--- src/rtl/divider_pkg.sv ---
// Shared definitions for the shift/subtract divider.
//   DIV_WIDTH   : default operand/result width
//   div_state_e : controller state encoding
package divider_pkg;

  localparam int unsigned DIV_WIDTH = 16;

  typedef enum logic [2:0] {
    ST_IDLE = 3'd0,
    ST_LOAD = 3'd1,
    ST_ITER = 3'd2,
    ST_FIX  = 3'd3,
    ST_DONE = 3'd4
  } div_state_e;

endpackage

--- src/rtl/left_shift_register.sv ---
// Left-shifting register with parallel load; load has priority over shift.
// Ports:
//   clk, rst_n : clock, async active-low reset (clears contents)
//   enable     : shift left by one, serial_in enters at bit 0
//   load       : parallel load from in
//   in         : parallel load value
//   serial_in  : bit shifted into the LSB
//   out        : current register contents
module left_shift_register #(
  parameter int WIDTH = 8
) (
  input  logic             clk,
  input  logic             rst_n,
  input  logic             enable,
  input  logic             load,
  input  logic [WIDTH-1:0] in,
  input  logic             serial_in,
  output logic [WIDTH-1:0] out
);

  logic [WIDTH-1:0] data_q, data_d;

  always_comb begin
    data_d = data_q;
    if (load) begin
      data_d = in;
    end else if (enable) begin
      data_d = {data_q[WIDTH-2:0], serial_in};
    end
  end

  always_ff @(posedge clk or negedge rst_n) begin
    if (!rst_n) begin
      data_q <= '0;
    end else begin
      data_q <= data_d;
    end
  end

  assign out = data_q;

endmodule

--- src/rtl/shift_subtract_divider.sv ---
// Multi-cycle restoring divider, signed (mode=0) or unsigned (mode=1).
// One quotient bit per cycle on operand magnitudes; sign fix-up at the end.
//
// state | meaning
// IDLE  | waiting for start; operands captured on the accepting edge
// LOAD  | compute magnitudes, clear accumulator, or short-cut divide-by-zero
// ITER  | one restoring step per cycle, WIDTH cycles
// FIX   | apply result signs and register quotient/remainder
// DONE  | one-cycle done pulse
//
// Ports:
//   clk, rst_n          : clock, async active-low reset
//   start, mode         : request pulse and signedness (0 signed, 1 unsigned)
//   dividend, divisor   : operands, sampled with start
//   quotient, remainder : results, held until the next completion
//   busy, done          : operation in progress / completion pulse
//   div_by_zero         : divisor was zero, held until the next completion
module shift_subtract_divider
  import divider_pkg::*;
#(
  parameter int WIDTH = DIV_WIDTH
) (
  input  logic             clk,
  input  logic             rst_n,
  input  logic             start,
  input  logic             mode,
  input  logic [WIDTH-1:0] dividend,
  input  logic [WIDTH-1:0] divisor,
  output logic [WIDTH-1:0] quotient,
  output logic [WIDTH-1:0] remainder,
  output logic             busy,
  output logic             done,
  output logic             div_by_zero
);

  localparam int CW = $clog2(WIDTH);

  div_state_e state_q, state_d;

  logic             mode_q, mode_d;
  logic [WIDTH-1:0] dividend_q, dividend_d;
  logic [WIDTH-1:0] divisor_q, divisor_d;
  logic [WIDTH:0]   dvs_mag_q, dvs_mag_d;
  logic             neg_quo_q, neg_quo_d;
  logic             neg_rem_q, neg_rem_d;
  logic [CW-1:0]    cnt_q, cnt_d;
  logic [WIDTH-1:0] quotient_q, quotient_d;
  logic [WIDTH-1:0] remainder_q, remainder_d;
  logic             dbz_q, dbz_d;

  // {acc, q} working register
  logic               sr_load, sr_enable, sr_serial;
  logic [2*WIDTH-1:0] sr_in, sr_out;

  logic [WIDTH-1:0] acc, qv, acc_diff;
  logic [WIDTH:0]   acc_sh;
  logic             sub_ok;
  logic             dvd_neg, dvs_neg;

  function automatic logic [WIDTH-1:0] twos_neg(input logic [WIDTH-1:0] v);
    return ~v + WIDTH'(1);
  endfunction

  left_shift_register #(
    .WIDTH(2*WIDTH)
  ) u_acc_q (
    .clk      (clk),
    .rst_n    (rst_n),
    .enable   (sr_enable),
    .load     (sr_load),
    .in       (sr_in),
    .serial_in(sr_serial),
    .out      (sr_out)
  );

  assign acc      = sr_out[2*WIDTH-1:WIDTH];
  assign qv       = sr_out[WIDTH-1:0];
  // Accumulator after the shift, one bit wider so the trial compare is exact.
  assign acc_sh   = {acc, qv[WIDTH-1]};
  assign sub_ok   = (acc_sh >= dvs_mag_q);
  assign acc_diff = WIDTH'(acc_sh - dvs_mag_q);
  assign dvd_neg  = ~mode_q & dividend_q[WIDTH-1];
  assign dvs_neg  = ~mode_q & divisor_q[WIDTH-1];

  // State register
  always_ff @(posedge clk or negedge rst_n) begin
    if (!rst_n) begin
      state_q     <= ST_IDLE;
      mode_q      <= 1'b0;
      dividend_q  <= '0;
      divisor_q   <= '0;
      dvs_mag_q   <= '0;
      neg_quo_q   <= 1'b0;
      neg_rem_q   <= 1'b0;
      cnt_q       <= '0;
      quotient_q  <= '0;
      remainder_q <= '0;
      dbz_q       <= 1'b0;
    end else begin
      state_q     <= state_d;
      mode_q      <= mode_d;
      dividend_q  <= dividend_d;
      divisor_q   <= divisor_d;
      dvs_mag_q   <= dvs_mag_d;
      neg_quo_q   <= neg_quo_d;
      neg_rem_q   <= neg_rem_d;
      cnt_q       <= cnt_d;
      quotient_q  <= quotient_d;
      remainder_q <= remainder_d;
      dbz_q       <= dbz_d;
    end
  end

  // Next-state logic
  always_comb begin
    state_d = state_q;
    case (state_q)
      ST_IDLE: if (start) state_d = ST_LOAD;
      ST_LOAD: state_d = (divisor_q == '0) ? ST_DONE : ST_ITER;
      ST_ITER: if (cnt_q == '0) state_d = ST_FIX;
      ST_FIX:  state_d = ST_DONE;
      ST_DONE: state_d = ST_IDLE;
      default: state_d = ST_IDLE;
    endcase
  end

  // Outputs decoded from state
  always_comb begin
    busy = 1'b0;
    done = 1'b0;
    case (state_q)
      ST_LOAD, ST_ITER, ST_FIX: busy = 1'b1;
      ST_DONE:                  done = 1'b1;
      default: ;
    endcase
  end

  // Datapath
  always_comb begin
    mode_d      = mode_q;
    dividend_d  = dividend_q;
    divisor_d   = divisor_q;
    dvs_mag_d   = dvs_mag_q;
    neg_quo_d   = neg_quo_q;
    neg_rem_d   = neg_rem_q;
    cnt_d       = cnt_q;
    quotient_d  = quotient_q;
    remainder_d = remainder_q;
    dbz_d       = dbz_q;
    sr_load     = 1'b0;
    sr_enable   = 1'b0;
    sr_serial   = 1'b0;
    sr_in       = '0;
    case (state_q)
      ST_IDLE: begin
        if (start) begin
          mode_d     = mode;
          dividend_d = dividend;
          divisor_d  = divisor;
        end
      end
      ST_LOAD: begin
        if (divisor_q == '0) begin
          quotient_d  = '1;
          remainder_d = dividend_q;
          dbz_d       = 1'b1;
        end else begin
          sr_load   = 1'b1;
          sr_in     = {{WIDTH{1'b0}}, dvd_neg ? twos_neg(dividend_q) : dividend_q};
          dvs_mag_d = {1'b0, dvs_neg ? twos_neg(divisor_q) : divisor_q};
          neg_quo_d = dvd_neg ^ dvs_neg;
          neg_rem_d = dvd_neg;
          cnt_d     = CW'(WIDTH - 1);
        end
      end
      ST_ITER: begin
        // A failed trial subtract is exactly a plain left shift with a 0 in;
        // only a successful one needs the parallel load.
        if (sub_ok) begin
          sr_load = 1'b1;
          sr_in   = {acc_diff, qv[WIDTH-2:0], 1'b1};
        end else begin
          sr_enable = 1'b1;
        end
        cnt_d = cnt_q - CW'(1);
      end
      ST_FIX: begin
        quotient_d  = neg_quo_q ? twos_neg(qv) : qv;
        remainder_d = neg_rem_q ? twos_neg(acc) : acc;
        dbz_d       = 1'b0;
      end
      default: ;
    endcase
  end

  assign quotient    = quotient_q;
  assign remainder   = remainder_q;
  assign div_by_zero = dbz_q;

endmodule

--- config.mk ---
export PLATFORM = sky130hd
export DESIGN_NAME = shift_subtract_divider
export DESIGN_NICKNAME = d
export VERILOG_FILES = /design/src/rtl/divider_pkg.sv /design/src/rtl/left_shift_register.sv /design/src/rtl/shift_subtract_divider.sv
export SDC_FILE = /design/constraint.sdc
export NUM_CORES = 1
export LEC_CHECK = 0
export ABC_AREA = 1
export CAP_MARGIN = 0
export CORE_MARGIN = 2
export CORE_UTILIZATION = 60
export CTS_BUF_LIST = sky130_fd_sc_hd__clkbuf_4 sky130_fd_sc_hd__clkbuf_8
export CTS_CLUSTER_DIAMETER = 30
export CTS_CLUSTER_SIZE = 16
export DETAILED_ROUTE_END_ITERATION = 8
export MAX_ROUTING_LAYER = met4
export PLACE_DENSITY_LB_ADDON = 0.08
export SETUP_SLACK_MARGIN = 0.5
export SYNTH_ARGS = -nofsm -noshare
export SYNTH_HDL_FRONTEND = slang
export SYNTH_HIERARCHICAL = 1
export SYNTH_SLANG_ARGS = --single-unit
--- constraint.sdc ---
create_clock -name clk -period 2.76 [get_ports clk]
set_input_delay 0.552 -clock clk [delete_from_list [all_inputs] [get_ports clk]]
set_output_delay 0.552 -clock clk [all_outputs]
set_load 0.03 [all_outputs]
# Yosys cells after proc, flatten, opt, wreduce, memory -nomap -nowiden

Cells that the tools add are included.

Bits of input ports: 36
Logic and storage cells: 76
Register bits after elaboration: 123
Output and inout bits: 35

Equal/unequal tests: 8
$lt $le $gt $ge: 1
Reduce and logical (&&, ||, !) cells: 12
Bitwise gates (word level): 9
$add $sub $neg: 6
Multiplexer cells: 28

Operators with widths:

| operator              | number |
|---|---|
| $mux 16               | 7 |
| $mux 32               | 3 |
| $add 16x1->16 const B | 4 |
| $not 16->16           | 4 |
| $pmux 16 s2           | 2 |
| $pmux 32 s2           | 1 |
| $ge 17x16->1          | 1 |
| $logic_not 16->1      | 1 |
| $sub 16x16->16        | 1 |
| $pmux 3 s4            | 1 |
| $reduce_and 2->1      | 5 |
| $mux 3                | 3 |
| $ne 2x2->1 const B    | 4 |
| $pmux 4 s2            | 1 |
| $mux 1                | 7 |
| $eq 3x2->1 const B    | 2 |
| $reduce_bool 2->1     | 3 |
| $logic_not 4->1       | 1 |
| $mux 4                | 1 |
| $pmux 1 s2            | 2 |
| $sub 4x1->4 const B   | 1 |
| $eq 3x1->1 const B    | 1 |
| $eq 3x3->1 const B    | 1 |
| $logic_not 3->1       | 1 |
| other kinds (4)       | 6 |

# Depth between registers and ports, before layout

Word-level depth: 6
Gate-level depth with buffers: 18
Depth with buffers taken out: 15

# Cells and area by module

Netlist, hierarchy kept.

By module, submodules not included:

| module                 | instances | seq. area each (µm²) | area each (µm²) | cells an instance |
|---|---|---|---|---|
| shift_subtract_divider | 1         | 2277.2               | 6466.2          | 994 |
| left_shift_register    | 1         | 800.8                | 1508.9          | 176 |

# Worst setup path after synthesis

OpenSTA, ideal clock, no wires.

Path type: register to register
Start point: register u_acc_q.data_q[25] (netlist: u_acc_q/out[25])
End point: register u_acc_q.data_q[17] (netlist: u_acc_q/out[17])
Cell stages (with the launch flop): 16
Data required time: 2.636 ns
Setup time: 0.124 ns
Buffers on the path: 3
Path slack: 0.528 ns
Arrival: 2.108 ns
Period minus slack after synthesis: 2.232 ns
Path through: dfrtp_1 -> ha_1 -> nand2_1 -> nor2_1 -> nand2_1 -> nor3_1 -> nor2_1 -> nand2_1 -> nand2_1 -> buf_2 -> nand2_1 -> buf_6 -> inv_2 -> buf_6 -> nand3_1 -> nand3_1

Word-level cells in the longest chain between the ends: 4
Elaborated cells on any way between the ends: 9
Classes of those cells: 1 x order compare; 7 x mux; 1 x reduce/logical

RTL lines:

| element                                      | line                          | RTL |
|---|---|---|
| start, declared                              | left_shift_register.sv:21     | `logic [WIDTH-1:0] data_q, data_d;` |
| start signal, assigned                       | left_shift_register.sv:36     | `data_q <= data_d;` |
| $ge 17x16->1 (*)                             | shift_subtract_divider.sv:80  | `assign sub_ok = (acc_sh >= dvs_mag_q);` |
| $mux 1 (*)                                   | shift_subtract_divider.sv:179 | `if (sub_ok) begin` |
| $pmux 1 s2 (*)                               | shift_subtract_divider.sv:154 | `case (state_q)` |
| net sr_load                                  | shift_subtract_divider.sv:52  | `logic sr_load, sr_enable, sr_serial;` |
| $mux 32 or $reduce_bool 2->1 (tied branches) | --                            |  |

The timed path passes the listed nets; every way through them passes the cells marked *.
A chain may end at the register's enable or synchronous reset.

# Worst setup path in the final report

Start point: register dvs_mag_q[4]
End point: register u_acc_q.data_q[10] (netlist: u_acc_q/out[10])

Word-level cells in the longest chain between the ends: 4
Elaborated cells on any way between the ends: 9
Classes of those cells: 1 x order compare; 7 x mux; 1 x reduce/logical

RTL lines:

| element                                      | line                          | RTL |
|---|---|---|
| start, declared                              | shift_subtract_divider.sv:43  | `logic [WIDTH:0] dvs_mag_q, dvs_mag_d;` |
| start signal, assigned                       | shift_subtract_divider.sv:104 | `dvs_mag_q <= dvs_mag_d;` |
| $ge 17x16->1 (*)                             | shift_subtract_divider.sv:80  |  |
| $mux 1 (*)                                   | shift_subtract_divider.sv:179 |  |
| $pmux 1 s2 (*)                               | shift_subtract_divider.sv:154 |  |
| net sr_load                                  | shift_subtract_divider.sv:52  |  |
| $mux 32 or $reduce_bool 2->1 (tied branches) | --                            |  |

Marked as above.

==> key figures <==
STA
  – Tcrit/Tclk final: 79.20%
  – RSZ-0062 raised after global routing: true
  – Count of final setup violators: 0
  – Fin worst setup slack: 574.2 ps
  – Relative slew slack: 54.89%
  – Achievable Freq: 457.5 MHz
  – Fin. max-slew vios: 0
  – Worst-Margin Slew: 676.6 ps
  – Final Hold Vio Count: 0
  – Clock skew: 13.90 ps
  – Post-route setup TNS: 0 ps
  – Fin crit period: 2186 ps

Floorplanning
  – Die W: 119.3 um
  – Starting Density: 60.95%
  – IO Pins: 71
  – Core area: 0.01309 mm2
  – Die height: 119.3 um
  – Die area: 0.01423 mm2
  – Row count: 42

Final layout
  – Share of cells above drive strength 1: 10.28%
  – Net count, final: 1,311
  – Most frequent cells in the layout: 308 x nand2_1, 180 x nand3_1, 137 x inv_1
  – Area grow syn2layout: 21.42%
  – Most common cell after layout, fill and taps aside: nand2_1
  – Fill count: 1,057

Setup path
  – Critical Path Max Stage Delay: 380 ps
  – Crit path launch: dvs_mag_q[4]
  – CP required: 3150 ps
  – Crit path kind: register to register
  – Reg2reg start: dvs_mag_q[4]
  – Crit. End Element: register
  – Max Fanout on Critical Path: 16
  – Critical-path top delay cell: dfrtp_1
  – Crit-path cells: inv_1 -> ha_2 -> nand2_1 -> inv_1 -> nand2_1 -> nand2_1 -> nand2_1 -> nand3_2 -> nand2_2 -> nand2_4 -> nand2_2 -> nand2_4 -> nor2_8 -> buf_8 -> nand2_1 -> nand3_1
  – Most frequent CP cell: nand2_1
  – Worst Path Arrival: 2580 ps
  – Critical path startpoint category: register

Power
  – P_int: 5.748 mW
  – Power per Cell Area: 1153 mW/mm2
  – Combinational Power Share: 56.3%
  – Maximum vdd drop: 0.0007809 V
  – Switch share: 48.51%
  – Clk pwr share: 15.6%
  – Total net switching power: 5.414 mW
  – Sequential share of power: 28.1%
  – P_leak: 4.729 nW

Routing
  – Final wirelength: 22.44 mm
  – Drt via density: 5.566
  – 1st-iter DRT viols: 718
  – Routed len/inst: 15.55 um
  – Final ANT Viol Nets: 0
  – 1st-pass router iterations: 6
  – DRC viols: 0
  – Vias: 8,032

Status
  – Outcome: finished clean

Synthesis
  – Post-Syn Area: 0.007975 mm2
  – Register area share after synthesis: 38.59%
  – #FFs+latches synth: 123
  – Net Count, Synth: 1,228
  – Synth warnings: 6
  – Post-Syn Instances: 1,170
  – EDFF count, synth: 0
  – Avg Inst Size Synth: 6.816 um2
  – Ys async rst share: 100.0%
  – Ys flop type: dfrtp_1
  – Distinct cells, synth: 41

Clock network
  – Depth of the CTS H-tree: 4
  – CTS tree: done
  – CTS max path bufs: 2
  – CTS sink cnt: 123
  – Hold_buf cts: 0
  – Reg clk slew, reported paths: 70 ps
  – Later-pin clock latency in the skew report: 460 ps
  – Total CTS buffers: 17
  – Clock root cell: clkbuf_8

Global route
  – Vias in the first global route: 7,215
  – GRT Total Usage: 33.52%
  – Largest net degree at the start of global routing: 35
  – Grt total ovfl: 0
  – First-pass GRT wire length: 36.42 mm
  – Initial antenna violation count: 2

Placement
  – Port bufs: 70
  – Gpl congestion: 0.9816
  – Setup Slack @ Placement: 185.3 ps
  – DPL Wire Length: 16.48 mm

Job
  – Max-Cap Viols: 0

Min path
  – Worst hold-check path type: primary input to asynchronous set/reset pin
==> per-layer routing <==
| metal | up-vias | wire length (um) | GRT usage (%) |
|---|---|---|---|
| met4 | 0 | 359 | 10.29 |
| met1 | 3727 | 10410 | 48.69 |
| met2 | 333 | 9791 | 47.09 |
| li1 | 3939 | - | - |
| met3 | 33 | 1877 | 7.328 |
| met5 | - | 0 | - |
==> cell type report <==
cell class	count	area [um2]	area share (%)
Timing Repair Buffer	109	1037	10.71
Antenna cell	2	5.005	0.05169
Tap cell	176	220.2	2.274
Multi-Input combinational cell	857	4360	45.03
Clock inverter	10	140.1	1.447
Clock buffer	21	289.0	2.985
Sequential cell	123	3079	31.80
Inverter	145	551.8	5.698
==> kinds of logic (layout without fill, tap and decap cells) <==
| family | after synthesis | in the layout | synth area share, % |
|---|---|---|---|
| DFF | 123 | 123 | 38.59 |
| adders and majority gates | 22 | 22 | 3.546 |
| other | 1 | 3 | 0.04702 |
| and+or+nand+nor | 682 | 682 | 36.71 |
| AOI/OAI and AO/OA | 138 | 138 | 9.335 |
| buffers and inverters | 190 | 285 | 10.20 |
| xor gates and xnor gates | 13 | 13 | 1.428 |
| muxes | 1 | 1 | 0.1412 |
==> power by group through the flow <==
stage          Combinational (mW)  Sequential, mW  Clock, mW
2_1_floorplan                3.75            3.41          0
3_3_place_gp                 5.70            3.12          0
3_5_place_dp                 5.76            3.14          0
4_1_cts                      5.92            3.11       1.76
5_1_grt                      6.92            3.22       1.83
6_report                     6.29            3.13       1.74
==> sequential cells by signal (all words and copies together), names as in the netlist, 3 cells and up <==
signal / cells
u_acc_q/out: 32
quotient: 16
state_q: 3
remainder: 16
cnt_q: 4
divisor_q: 16
dvs_mag_q: 16
dividend_q: 16
==> worst max-delay path, delay by kind of cell (launching register included) <==
family	cells	cell delay, ps
flops	1	380
buf+inv	3	270
fa+ha+maj	1	300
simple gates	12	1160
==> through the flow <==
| stage | std cells | hold WS [ps] | total power [mW] | cell area (um2) | util [%] |
|---|---|---|---|---|---|
| after CTS | 1436 | 42.92 | 10.79 | 9457 | 72.27 |
| after detailed placement | 1404 | 465.0 | 8.896 | 8911 | 68.10 |
| final | 1443 | 44.51 | 11.16 | 9683 | 74.00 |
| after global placement | 1404 | 464.6 | 8.825 | 8911 | 68.10 |
| after floorplan | 1170 | 256.4 | 7.158 | 7975 | - |
| after global routing | 1443 | 67.67 | 11.97 | 9683 | 74.00 |
==> synth_stat cells, types with 9 or more instances <==
master	count	share of area (%)
nand2_1	318	15
nand3_1	184	12
nor2_1	139	6.5
inv_1	137	6.4
dfrtp_1	123	39
a21oi_1	55	3.5
o21ai_0	42	2.6
ha_1	21	3.3
buf_2	17	1.1
o21ai_1	14	0.88
clkbuf_1	12	0.56
a31oi_1	10	0.78
nand4_1	10	0.78
nor3_1	9	0.56
xor2_1	9	0.99
==> worst paths after layout <==
kind / endpoint / cells past startpoint / slack (ps)
setup / recovery: u_acc_q/out[10] / 16 / 570
hold / removal: divisor_q[8] / 1 / 40
setup reg to reg: u_acc_q/out[10] / 16 / 570
hold reg to reg: remainder[12] / 2 / 480
max in group asynchronous: dividend_q[9] / 2 / 1910
min in group clk: remainder[12] / 2 / 480
==> timing repair <==
action | CTS | global route
resized for setup | 19 | 37
pin swaps | 2 | 3
setup buffers | 1 | 5
hold endpoints to repair | 0 | 0
endpoints found under the setup margin | 34 | 45
Power figures use the tool's default switching activity.
